`config.mk`:
```
export PLATFORM = sky130hd
export DESIGN_NAME = ssd_scan_ctrl
export DESIGN_NICKNAME = d
export VERILOG_FILES = /design/src/rtl/ssd_scan_ctrl.sv
export SDC_FILE = /design/constraint.sdc
export NUM_CORES = 1
export LEC_CHECK = 0
export BUFFER_PORTS_ARGS = -buffer_cell sky130_fd_sc_hd__buf_2
export CORE_UTILIZATION = 55
export DETAILED_ROUTE_END_ITERATION = 10
export HOLD_SLACK_MARGIN = 0.05
export PLACE_DENSITY = 0.88
export SYNTH_ARGS = -nofsm -noshare
export SYNTH_HDL_FRONTEND = slang
export SYNTH_SLANG_ARGS = --single-unit
```
`constraint.sdc`:
```
create_clock -name clk -period 3.19 [get_ports clk]
set_clock_uncertainty 0.1 [all_clocks]
set_input_delay 0.319 -clock clk [delete_from_list [all_inputs] [get_ports clk]]
set_output_delay 0.319 -clock clk [all_outputs]
set_load 0.05 [all_outputs]
```
`src/rtl/ssd_scan_ctrl.sv`:
```
// Scan controller for a multiplexed common-segment display: one shared hex decoder,
// active-low anodes, guard cycles between digits, frame-synchronous value updates.
module ssd_scan_ctrl #(
  parameter int NUM_DIGITS   = 4,
  parameter int REFRESH_DIV  = 50000,
  parameter int BLANK_CYCLES = 2,
  parameter int DIV_W        = 16
) (
  input  logic                    clk,
  input  logic                    rst_n,
  input  logic                    load,
  input  logic [4*NUM_DIGITS-1:0] value,
  input  logic [NUM_DIGITS-1:0]   dp_in,
  input  logic                    lz_blank_en,
  output logic [3:0]              nib,
  output logic [NUM_DIGITS-1:0]   an_n,
  output logic                    dp_n,
  output logic                    ready,
  output logic                    frame_done
);

  localparam int IDX_W = $clog2(NUM_DIGITS);

  typedef enum logic {GUARD, SHOW} state_t;

  state_t                  state, state_next;
  logic [DIV_W-1:0]        cnt, cnt_next;
  logic [IDX_W-1:0]        digit, digit_next;
  logic [4*NUM_DIGITS-1:0] active_val, shadow_val, commit_val;
  logic [NUM_DIGITS-1:0]   active_dp, shadow_dp;
  logic                    pending;
  logic                    slot_end, frame_end, commit;
  logic [NUM_DIGITS-1:0]   blank_mask;
  logic                    zero_run;

  // A digit is blanked when it and every more significant nibble are zero.
  always_comb begin
    blank_mask = '0;
    zero_run   = 1'b1;
    for (int k = NUM_DIGITS - 1; k >= 0; k--) begin
      zero_run      = zero_run & (active_val[4*k +: 4] == 4'h0);
      blank_mask[k] = lz_blank_en & zero_run & (k != 0);
    end
  end

  always_comb begin
    state_next = state;
    digit_next = digit;
    slot_end   = (cnt == DIV_W'(REFRESH_DIV - 1));
    cnt_next   = slot_end ? '0 : cnt + 1'b1;
    case (state)
      GUARD: if (cnt == DIV_W'(BLANK_CYCLES - 1)) state_next = SHOW;
      SHOW: begin
        if (slot_end) begin
          state_next = GUARD;
          digit_next = (digit == IDX_W'(NUM_DIGITS - 1)) ? '0 : digit + 1'b1;
        end
      end
      default: state_next = GUARD;
    endcase
    frame_end  = (state == SHOW) && slot_end && (digit == IDX_W'(NUM_DIGITS - 1));
    commit     = frame_end && pending;
    commit_val = commit ? shadow_val : active_val;
    an_n       = '1;
    if ((state == SHOW) && !blank_mask[digit]) an_n[digit] = 1'b0;
    frame_done = frame_end;
    ready      = ~pending;
  end

  // nib/dp_n are loaded ahead of the slot so the decoder settles during the guard.
  always_ff @(posedge clk or negedge rst_n) begin
    if (!rst_n) begin
      state      <= GUARD;
      cnt        <= '0;
      digit      <= '0;
      active_val <= '0;
      active_dp  <= '0;
      shadow_val <= '0;
      shadow_dp  <= '0;
      pending    <= 1'b0;
      nib        <= 4'h0;
      dp_n       <= 1'b1;
    end else begin
      state <= state_next;
      cnt   <= cnt_next;
      digit <= digit_next;
      if (commit) begin
        active_val <= shadow_val;
        active_dp  <= shadow_dp;
        pending    <= 1'b0;
      end else if (load && !pending) begin
        shadow_val <= value;
        shadow_dp  <= dp_in;
        pending    <= 1'b1;
      end
      if (slot_end) nib <= commit_val[4*digit_next +: 4];
      dp_n <= ((state_next == SHOW) && !blank_mask[digit_next]) ? ~active_dp[digit_next] : 1'b1;
    end
  end

endmodule
```
==> flow_metrics.py <==
metrics = {
    "outcome": {
        "status": "complete, no violations",
    },
    "setup_path": {
        "end_kind": "flop",
        "r2r_end": "nib[0]$_DFFE_PN0N_",
        "cp.arrival_ps": 3120,
        "reg2reg_depth": 6,
        "r2r_start": "cnt[11]$_DFF_PN0_",
        "cp.required_ps": 3330,
        "critPathKind": "flop to flop",
        "cp-start-kind": "flop",
        "critPathMaxFanout": 10,
        "r2r_slack_ps": 210,
    },
    "power_and_ir_drop": {
        "p_per_area_nw_per_um2": 484,
        "irDropWorstVdd_uv": 421,
        "p_leak_uw": 0.00169,
    },
    "timing": {
        "max_freq_ghz": 0.335,
        "finalSetupViolations": 0,
        "period_share": 0.935,
        "max_slew_margin": 0.305,
        "hold_ws_ps": 27.8,
        "slew_viol_final": 0,
        "worst_pin_slew_ps": 1040,
        "hold_viol_final": 0,
        "rsz0062_at_grt": "false",
        "timing.final.ws_setup_ps": 206,
        "setup_tns_ps": 0,
        "period_minus_slack_ps": 2980,
    },
    "clock_network": {
        "htreeDepth": 3,
        "clk_path_buf_depth": 2,
        "clock_latency_ps": 350,
        "clkSinkCount": 65,
        "post_cts.repair.setup_buffers": 0,
        "ctsResizeCount": 0,
        "cts.clk_slew.worst_paths_ps": 80,
        "cts_hold_buf": 0,
        "cts_tree": "yes",
        "cts_inserted_buffers": 9,
        "cts_root_buffer": "clkbuf_8",
    },
    "grt": {
        "grt_max_degree": 47,
        "overflow": 0,
        "antenna_found_initial": 0,
        "grt_use_total": 0.234,
        "grt_pass1_wl_mm": 9.49,
        "grt_pass1_vias": 2018,
    },
    "floorplanning": {
        "ios": 35,
        "core_area_sq_um": 5170,
        "fp.dieW_um": 75.7,
        "chipHeight_um": 75.7,
        "initial_core_util": 0.578,
        "row_count": 26,
        "dieArea_sq_um": 5740,
    },
    "place": {
        "portBuffers": 34,
        "gp_congestion": 0.919,
        "pre_cts_ws_ps": 244,
        "dp_hpwl_mm": 4.30,
    },
    "route": {
        "postRouteAntennaNets": 0,
        "num_vias": 2141,
        "via_per_inst": 5.72,
        "post_drt_wl_per_cell_um": 15.9,
        "drtIter0Drc": 177,
        "wirelength_mm": 5.95,
        "firstDrtPassIters": 4,
        "drc_errors": 0,
    },
    "worst_hold_path": {
        "min_path_type": "input pin to async pin",
    },
    "synth": {
        "yosysMostFrequentCell": "dfrtp_1",
        "netlist_top_cells_area": "dfrtp_1 54%, mux2_2 11%, nand2_1 2.9%",
        "synth_fp_nets": 291,
        "synth_warnings": 0,
        "synth_seq_cells": 65,
        "synth-seq-area-share": 0.544,
        "synthTopCellsByCount": "64 x dfrtp_1, 30 x mux2_2, 23 x nand2_1, 17 x o21ai_0, 15 x nor2_1",
        "synthArstFlopShare": 1.00,
        "synth_top_area_share": 0.536,
        "synth_area_sq_um": 2990,
        "synth.distinct_cells": 42,
        "synth_edf_count": 0,
        "netlist_instances": 261,
        "ys.flop_type": "dfrtp_1",
        "syn_avg_cell_area_sq_um": 11.5,
        "yosys.area.top_type": "dfrtp_1",
    },
    "final_layout": {
        "antennaDiodeCount": 0,
        "drive_gt1_frac": 0.313,
        "nets": 329,
        "area_growth_pct": 14.9,
        "utilization": 0.664,
    },
    "job": {
        "maxCapViolCount": 0,
    },
}
[registers in the layout, summed over array words and instances (netlist names)]
signal / cells
active_val: 16
cnt: 16
shadow_val: 16
active_dp: 4
nib: 4
shadow_dp: 4
digit: 2
dp_n: 1
pending: 1
state: 1
[power by group]
group / switching (uW) / internal [uW]
sequential: 17.8 / 857
clock: 348 / 375
combinational: 30.7 / 34.1
[metal layers]
| layer | part of all wire | track usage | vias up |
|---|---|---|---|
| li1 | - | - | 1004 |
| met1 | 0.44 | 0.311 | 1034 |
| met2 | 0.47 | 0.358 | 92 |
| met3 | 0.075 | 0.0728 | 11 |
| met4 | 0.019 | 0.0947 | 0 |
| met5 | 0 | 0 | - |
[layout make-up]
cell class | instances | area, sq um
fill | 361 | 1740
sequential | 65 | 1630
multi-input combinational | 174 | 1270
timing repair buffer | 38 | 200
clock buffer | 9 | 124
tap | 70 | 87.6
clock inverter | 7 | 83.8
inverter | 11 | 41.3
[kinds of logic after synthesis]
kind of cell,count (synthesis),share of synthesized area
flops,65,0.544
mux,36,0.140
fa+ha+maj,6,0.0251
buf+inv,22,0.0314
simple gates,77,0.133
compound gates,43,0.0912
xor+xnor,12,0.0351
[worst max-delay path, stage by stage (launching register included)]
cell and delay [ps]:
dfrtp_1 420, or4_4 560, or3_4 380, or4_4 610, mux2_4 340, o211a_1 210
a211o_1 250
[cells in the final DEF, fill, tap and decap left out, drive strengths merged, types with 2 or more instances in the layout]
cell / instances
o41ai: 2
and2: 3
buf: 38
nand4: 3
xnor2: 6
a21oi: 6
inv: 15
xor2: 6
nor2: 15
nand2: 23
dfrtp: 64
ha: 6
mux2i: 2
or4: 2
or2: 2
o211ai: 6
o21ai: 17
o31ai: 3
nor4: 5
clkbuf: 9
nand3: 8
o21bai: 2
mux2: 34
and3: 8
or3: 2
[through the flow]
step	area, sq um	power [uW]	instances
6_report	3440	1660	374
5_1_grt	3440	1720	374
4_1_cts	3440	1680	374
3_3_place_gp	3230	951	358
3_5_place_dp	3230	958	358
2_1_floorplan	2990	913	261
[how the worst max path moves through the flow]
stage	startpoint	to	slack, ps
2_1_floorplan	cnt[11]$_DFF_PN0_	nib[0]$_DFFE_PN0N_	340
3_3_place_gp	cnt[11]$_DFF_PN0_	nib[0]$_DFFE_PN0N_	300
3_5_place_dp	cnt[11]$_DFF_PN0_	nib[0]$_DFFE_PN0N_	240
4_1_cts	cnt[11]$_DFF_PN0_	nib[0]$_DFFE_PN0N_	220
5_1_grt	cnt[11]$_DFF_PN0_	nib[0]$_DFFE_PN0N_	170
6_report	cnt[11]$_DFF_PN0_	nib[0]$_DFFE_PN0N_	210
Note: power is estimated with default switching activity, not from simulation.
